**src/rtl/wb_pkg.sv**
```systemverilog
// wb_pkg: shared widths and the register-write request type for the write-back merge stage.
package wb_pkg;
    localparam int DATA_W = 32;
    localparam int ADDR_W = 5;
    typedef struct packed {
        logic [ADDR_W-1:0] rd;
        logic [DATA_W-1:0] data;
    } wb_req_t;
endpackage

```
**src/rtl/wb_merge_if.sv**
```systemverilog
// wb_merge_if: pipeline/mul-div producer inputs and register-file write port of the merge stage.
interface wb_merge_if;
    import wb_pkg::*;
    logic                  pipe_we_i;
    logic [ADDR_W-1:0]     pipe_rd_i;
    logic [DATA_W-1:0]     pipe_data_i;
    logic                  md_valid_i;
    logic                  md_ready_o;
    logic [ADDR_W-1:0]     md_rd_i;
    logic [DATA_W-1:0]     md_data_i;
    logic                  RegWrite_o;
    logic [ADDR_W-1:0]     RDaddr_o;
    logic [DATA_W-1:0]     RDdata_o;
    logic [2**ADDR_W-1:0]  pend_o;
    logic                  busy_o;
    modport master(
        output pipe_we_i, pipe_rd_i, pipe_data_i, md_valid_i, md_rd_i, md_data_i,
        input  md_ready_o, RegWrite_o, RDaddr_o, RDdata_o, pend_o, busy_o
    );
    modport slave(
        input  pipe_we_i, pipe_rd_i, pipe_data_i, md_valid_i, md_rd_i, md_data_i,
        output md_ready_o, RegWrite_o, RDaddr_o, RDdata_o, pend_o, busy_o
    );
endinterface

```
**src/rtl/wb_fifo.sv**
```systemverilog
// wb_fifo: compacting mul/div result buffer; valid entries always occupy slots 0..count-1,
// so squash-by-address and pop simply re-pack the survivors before the push is appended.
module wb_fifo import wb_pkg::*; #(
    parameter  int DEPTH = 2,
    localparam int CNT_W = $clog2(DEPTH + 1)
) (
    input  logic                 clk,
    input  logic                 rst,
    input  logic                 i_push,
    input  wb_req_t              i_push_req,
    input  logic                 i_pop,
    input  logic                 i_sq,
    input  logic [ADDR_W-1:0]    i_sq_rd,
    output wb_req_t              o_head,
    output logic [CNT_W-1:0]     o_count,
    output logic [2**ADDR_W-1:0] o_pend
);
    logic [DEPTH-1:0] r_vld, w_n_vld;
    wb_req_t          r_ent   [DEPTH];
    wb_req_t          w_n_ent [DEPTH];
    logic [2**ADDR_W-1:0] w_pend;

    always_comb begin
        int n;
        n = 0;
        w_n_vld = '0;
        w_n_ent = r_ent;
        for (int i = 0; i < DEPTH; i++) begin
            if (r_vld[i] && !(i_sq && r_ent[i].rd == i_sq_rd) && !(i_pop && i == 0)) begin
                for (int j = 0; j < DEPTH; j++) begin
                    if (j == n) begin
                        w_n_ent[j] = r_ent[i];
                        w_n_vld[j] = 1'b1;
                    end
                end
                n++;
            end
        end
        for (int j = 0; j < DEPTH; j++) begin
            if (i_push && j == n) begin
                w_n_ent[j] = i_push_req;
                w_n_vld[j] = 1'b1;
            end
        end
    end

    always_comb begin
        w_pend = '0;
        for (int i = 0; i < DEPTH; i++) begin
            if (r_vld[i]) w_pend[r_ent[i].rd] = 1'b1;
        end
        w_pend[0] = 1'b0;
    end

    always_ff @(posedge clk or posedge rst) begin
        if (rst) begin
            r_vld <= '0;
            r_ent <= '{default: '0};
        end else begin
            r_vld <= w_n_vld;
            r_ent <= w_n_ent;
        end
    end

    assign o_head  = r_ent[0];
    assign o_count = CNT_W'($countones(r_vld));
    assign o_pend  = w_pend;
endmodule

```
**src/rtl/wb_merge.sv**
```systemverilog
// wb_merge: register-file write-port arbiter; pipeline write-back has absolute priority,
// mul/div results bypass when possible and are buffered otherwise.
module wb_merge import wb_pkg::*; #(
    parameter  int DEPTH = 2,
    localparam int CNT_W = $clog2(DEPTH + 1)
) (
    input logic       clk,
    input logic       rst,
    wb_merge_if.slave bus
);
    logic                 w_pipe, w_acc, w_md_live, w_busy, w_ready, w_push, w_pop, w_issue;
    logic [CNT_W-1:0]     w_count;
    logic [2**ADDR_W-1:0] w_pend;
    wb_req_t              w_head, w_pipe_req, w_md_req, w_out, r_out;
    logic                 r_we;

    assign w_pipe_req = '{rd: bus.pipe_rd_i, data: bus.pipe_data_i};
    assign w_md_req   = '{rd: bus.md_rd_i, data: bus.md_data_i};
    assign w_ready    = w_count < CNT_W'(DEPTH);
    assign w_busy     = w_count != '0;
    assign w_pipe     = bus.pipe_we_i && bus.pipe_rd_i != '0;
    assign w_acc      = bus.md_valid_i && w_ready;
    // x0 results and results overwritten by the younger pipeline write are consumed but never stored
    assign w_md_live  = w_acc && bus.md_rd_i != '0 && !(w_pipe && bus.md_rd_i == bus.pipe_rd_i);
    assign w_pop      = !w_pipe && w_busy;
    assign w_push     = w_md_live && (w_pipe || w_busy);
    assign w_issue    = w_pipe || w_busy || w_md_live;
    assign w_out      = w_pipe ? w_pipe_req : w_busy ? w_head : w_md_req;

    wb_fifo #(.DEPTH(DEPTH)) u_fifo (
        .clk        (clk),
        .rst        (rst),
        .i_push     (w_push),
        .i_push_req (w_md_req),
        .i_pop      (w_pop),
        .i_sq       (w_pipe),
        .i_sq_rd    (bus.pipe_rd_i),
        .o_head     (w_head),
        .o_count    (w_count),
        .o_pend     (w_pend)
    );

    always_ff @(posedge clk or posedge rst) begin
        if (rst) begin
            r_we  <= 1'b0;
            r_out <= '0;
        end else begin
            r_we <= w_issue;
            if (w_issue) r_out <= w_out;
        end
    end

    assign bus.RegWrite_o = r_we;
    assign bus.RDaddr_o   = r_out.rd;
    assign bus.RDdata_o   = r_out.data;
    assign bus.pend_o     = w_pend;
    assign bus.busy_o     = w_busy;
    assign bus.md_ready_o = w_ready;
endmodule

```
**src/flat_wrapper.sv**
```systemverilog
// flat-port wrapper written by rule: the top's interface ports become plain ports
module wb_merge_flat import wb_pkg::*;
#(
    parameter  int DEPTH = 2,
    localparam int CNT_W = $clog2(DEPTH + 1)
)
  (clk, rst, bus_pipe_we_i, bus_pipe_rd_i, bus_pipe_data_i, bus_md_valid_i, bus_md_rd_i, bus_md_data_i, bus_md_ready_o, bus_RegWrite_o, bus_RDaddr_o, bus_RDdata_o, bus_pend_o, bus_busy_o);
  wb_merge_if bus_i ();
  input logic clk;
  input logic rst;
  input wire logic [$bits(bus_i.pipe_we_i)-1:0] bus_pipe_we_i;
  input wire logic [$bits(bus_i.pipe_rd_i)-1:0] bus_pipe_rd_i;
  input wire logic [$bits(bus_i.pipe_data_i)-1:0] bus_pipe_data_i;
  input wire logic [$bits(bus_i.md_valid_i)-1:0] bus_md_valid_i;
  input wire logic [$bits(bus_i.md_rd_i)-1:0] bus_md_rd_i;
  input wire logic [$bits(bus_i.md_data_i)-1:0] bus_md_data_i;
  output wire logic [$bits(bus_i.md_ready_o)-1:0] bus_md_ready_o;
  output wire logic [$bits(bus_i.RegWrite_o)-1:0] bus_RegWrite_o;
  output wire logic [$bits(bus_i.RDaddr_o)-1:0] bus_RDaddr_o;
  output wire logic [$bits(bus_i.RDdata_o)-1:0] bus_RDdata_o;
  output wire logic [$bits(bus_i.pend_o)-1:0] bus_pend_o;
  output wire logic [$bits(bus_i.busy_o)-1:0] bus_busy_o;
  assign bus_i.pipe_we_i = bus_pipe_we_i;
  assign bus_i.pipe_rd_i = bus_pipe_rd_i;
  assign bus_i.pipe_data_i = bus_pipe_data_i;
  assign bus_i.md_valid_i = bus_md_valid_i;
  assign bus_i.md_rd_i = bus_md_rd_i;
  assign bus_i.md_data_i = bus_md_data_i;
  assign bus_md_ready_o = bus_i.md_ready_o;
  assign bus_RegWrite_o = bus_i.RegWrite_o;
  assign bus_RDaddr_o = bus_i.RDaddr_o;
  assign bus_RDdata_o = bus_i.RDdata_o;
  assign bus_pend_o = bus_i.pend_o;
  assign bus_busy_o = bus_i.busy_o;
  wb_merge #(.DEPTH(DEPTH)) u_core (.clk(clk), .rst(rst), .bus(bus_i));
endmodule
```
**config.mk**
```make
export PLATFORM = sky130hd
export DESIGN_NAME = wb_merge_flat
export DESIGN_NICKNAME = d
export VERILOG_FILES = /design/src/rtl/wb_pkg.sv /design/src/rtl/wb_merge_if.sv /design/src/rtl/wb_fifo.sv /design/src/rtl/wb_merge.sv /design/src/flat_wrapper.sv
export SDC_FILE = /design/constraint.sdc
export NUM_CORES = 1
export LEC_CHECK = 0
export ABC_CLOCK_PERIOD_IN_PS = 8700
export BUFFER_PORTS_ARGS = -buffer_cell sky130_fd_sc_hd__buf_2
export CORE_ASPECT_RATIO = 1.75
export CORE_UTILIZATION = 58
export DETAILED_ROUTE_END_ITERATION = 8
export GPL_TIMING_DRIVEN = 1
export HOLD_SLACK_MARGIN = 0.03
export PLACE_DENSITY_LB_ADDON = 0.05
export SLEW_MARGIN = 20
export SYNTH_ARGS = -nofsm -noshare
export SYNTH_HDL_FRONTEND = slang
export SYNTH_SLANG_ARGS = --single-unit
```
**constraint.sdc**
```tcl
create_clock -name clk -period 8.7 [get_ports clk]
set_input_delay 0.435 -clock clk [delete_from_list [all_inputs] [get_ports clk]]
set_output_delay 0.435 -clock clk [all_outputs]
set_load 0.02 [all_outputs]
```
==> impl_results.md <==
- Synth Cell Area: 0.006193 sq mm
- Syn_nets: 768
- Total number of vias: 5,882
- Pwr/cell area: 386.9 mW/mm^2
- Maximum number of pins on one net before global-route repair: 66
- Synth top area cells: dfrtp_1 46%, nand2_1 6.7%, o21ai_0 5.5%
- Worst-path clk slew: 0.05 ns
- Die H: 138.7 um
- Antenna cells: 0
- # port buffers: 148
- Post-route DRC: 0
- Initial DRT Pass Iterations: 5
- Status: complete, no violations
- Global Route Usage Sum: 33.11%
- Largest stage delay, worst path: 1.24 ns
- Synth warnings: 0
- Synth area leader: dfrtp_1
- Worst EP arrival: 4.90 ns
- CTS buffer count: 17
- Sw Share: 41.23%
- Setup tns final: 0 ns
- Detailed Place HPWL: 10.83 mm
- Tightest Hold Check Type: input pin to asynchronous set/reset pin
- Core area: 0.01030 sq mm
- Final setup viols: 0
- Slowest cell on crit path: clkinv_1
- CTS sink cnt: 114
- CP top delay family: buffers and inverters
- Comb pwr share: 42.5%
- Req. time, crit path: 8.97 ns
- #FFs+latches synth: 114
- Htree depth: 4
- Row count: 49
- Final nets: 873
- Startpoint Class: register
- Via density per instance: 6.304
- P_leak: 3.318 nW
- Layout cell share with drive strength beyond 1: 29.90%
- Total global routing overflow: 0
- Setup Buffers After CTS: 0
- Yosys top cell area share: 46.06%
- CTS tree: yes
- P_sw: 1.188 mW
- First-pass GRT wire length: 28.52 mm
- Post-Synthesis Cells: 688
- Tmin final: 4.634 ns
- Cells along the critical path: nor2_4, clkinv_1, o22a_1, nor2_4, buf_4, o21ai_0
- Full die area: 0.01111 sq mm
- Yosys cell types: 41
- Internal: 1.693 mW
- Post-CTS sizing: 0
- Worst-skew pair later-pin latency: 0.41 ns
- Main synth FF type: dfrtp_1
- Critical path endpoint category: register
- Slew @ Worst Pin: 1.154 ns
- Gpl congestion: 0.8152
- Setup CP Type: register to register
- Power share of the clock group: 22.9%
- Sequential area share after synthesis: 46.06%
- Clock buffer depth: 2
- Setup Skew: 0.008945 ns
- Relative slew slack: 22.62%
- Vias in the first global route: 5,775
- Most frequent cells after synthesis: 114 x dfrtp_1, 110 x nand2_1, 68 x o21ai_0
- Initial antenna violation count: 0
- Max-slew violations: 0
- Area grow syn2layout: 20.26%
- CP bufs+invs: 2
- Final hold vios: 0
- Max_cap viols: 0
- Most used cell, CP: nor2_4
- Ports: 150
- Sequential share of power: 34.6%
- Cell with the most instances after synthesis: dfrtp_1
- Avg Inst Size Synth: 9.002 sq um
- Unrepaired setup endpoints after global routing: false
- WL/cell: 18.86 um
- Hold_ws: 0.1171 ns
- Post-DRT Antenna Nets: 0
- Final period utilization: 53.26%
- Post-synthesis async set-or-reset flop share: 100.0%
- Place WS: 4.095 ns
- Post-synth EDFFs: 0
- CP max FO: 41
- Maximum clock rate: 0.2158 GHz
- Cts hold-fix bufs: 0
- Worst vdd rail ir drop: 0.2595 mV
- Final WS setup: 4.066 ns
- Clock root buffer: clkbuf_16
- Chip width: 80.12 um
- Initial Utilization: 60.13%
- Final core utilization: 72.32%
- Layout fillers: 803
- Total Wirelength: 17.60 mm
- Initial drt markers: 607
cells by family (layout without fill, tap and decap cells):
kind of cell             count (synthesis)  after routing  share of synthesized area (%)
AO/OA/AOI/OAI                          220            220                          20.81
AND/OR/NAND/NOR                        221            221                          16.55
buffers and inverters                   74            192                          5.474
flip-flops                             114            114                          46.06
multiplexers                            41             41                          8.525
XOR/XNOR                                15             15                          2.121
other                                    1              1                        0.06055
adder cells (fa/ha/maj)                  2              2                         0.4040
state kept, by name, summed over array words and instances (netlist names):
name and count:
u_core.bus.RDaddr_o 5, u_core.bus.RDdata_o 32, u_core.bus.RegWrite_o 1, u_core.u_fifo.r_vld 2, u_core.u_fifo.r_ent 37, u_core.u_fifo.o_head 37
stage by stage:
stage                     total power [mW]  instance area [sq um]  std cells
after floorplan                      1.858                   6193        688
after global placement               2.147                   6873        901
after detailed placement             2.207                   6880        901
after CTS                            2.874                   7448        933
after global routing                 3.047                   7448        933
final                                2.881                   7448        933
cell usage in the layout, fill, tap and decap left out, types with 7 or more instances in the layout:
| cell | instances |
|---|---|
| nand3_1 | 42 |
| a31oi_1 | 37 |
| mux2_2 | 18 |
| a21oi_1 | 66 |
| nand2_1 | 110 |
| dfrtp_1 | 114 |
| nor2_1 | 7 |
| buf_4 | 7 |
| clkbuf_16 | 17 |
| o21ai_0 | 68 |
| xnor2_1 | 11 |
| o22ai_1 | 31 |
| mux2_4 | 19 |
| nand3b_1 | 10 |
| nor3_1 | 37 |
| buf_2 | 148 |
cell type report:
cell class	count	area, sq um	share of cell area (%)
inverters	5	21.27	0.2856
multi-input cells	500	3054	41.00
repair buffers	155	793.3	10.65
clock inverters	9	80.08	1.075
well taps	127	158.9	2.133
clock buffers	23	488.0	6.551
flip-flops and latches	114	2853	38.30
worst paths after layout:
kind | start | to | slack (ns) | cells past startpoint
worst min-delay path | rst | u_core.bus.RDdata_o[2] | 0.12 | 2
worst max register to register | u_core.u_fifo.r_vld[1] | u_core.bus.RDdata_o[1] | 4.07 | 6
worst max-delay path | u_core.u_fifo.r_vld[1] | u_core.bus.RDdata_o[1] | 4.07 | 6
max in group asynchronous | rst | u_core.bus.RDdata_o[26] | 7.32 | 3
min in group clk | bus_md_data_i[12] | u_core.u_fifo.r_ent[12] | 0.29 | 2
worst min register to register | u_core.bus.RDdata_o[6] | u_core.bus.RDdata_o[6] | 0.47 | 2
power by group through the flow:
stage                     Clock (mW)  Combinational [mW]  Sequential, mW
after floorplan                    0               0.851            1.01
after global placement             0                1.17           0.975
after detailed placement           0                1.22           0.991
after CTS                      0.665                1.22           0.989
after global routing           0.691                1.33            1.03
final                          0.660                1.22           0.997
routing by layer:
| metal | vias to the layer above | wire length [um] | track usage [%] |
|---|---|---|---|
| met5 | - | 0 | 0 |
| met4 | 0 | 332 | 12.41 |
| met3 | 32 | 1136 | 6.908 |
| met2 | 285 | 9274 | 55.20 |
| met1 | 2886 | 6857 | 41.75 |
| li1 | 2679 | - | - |
No activity file was read; power rests on OpenSTA's default activity.
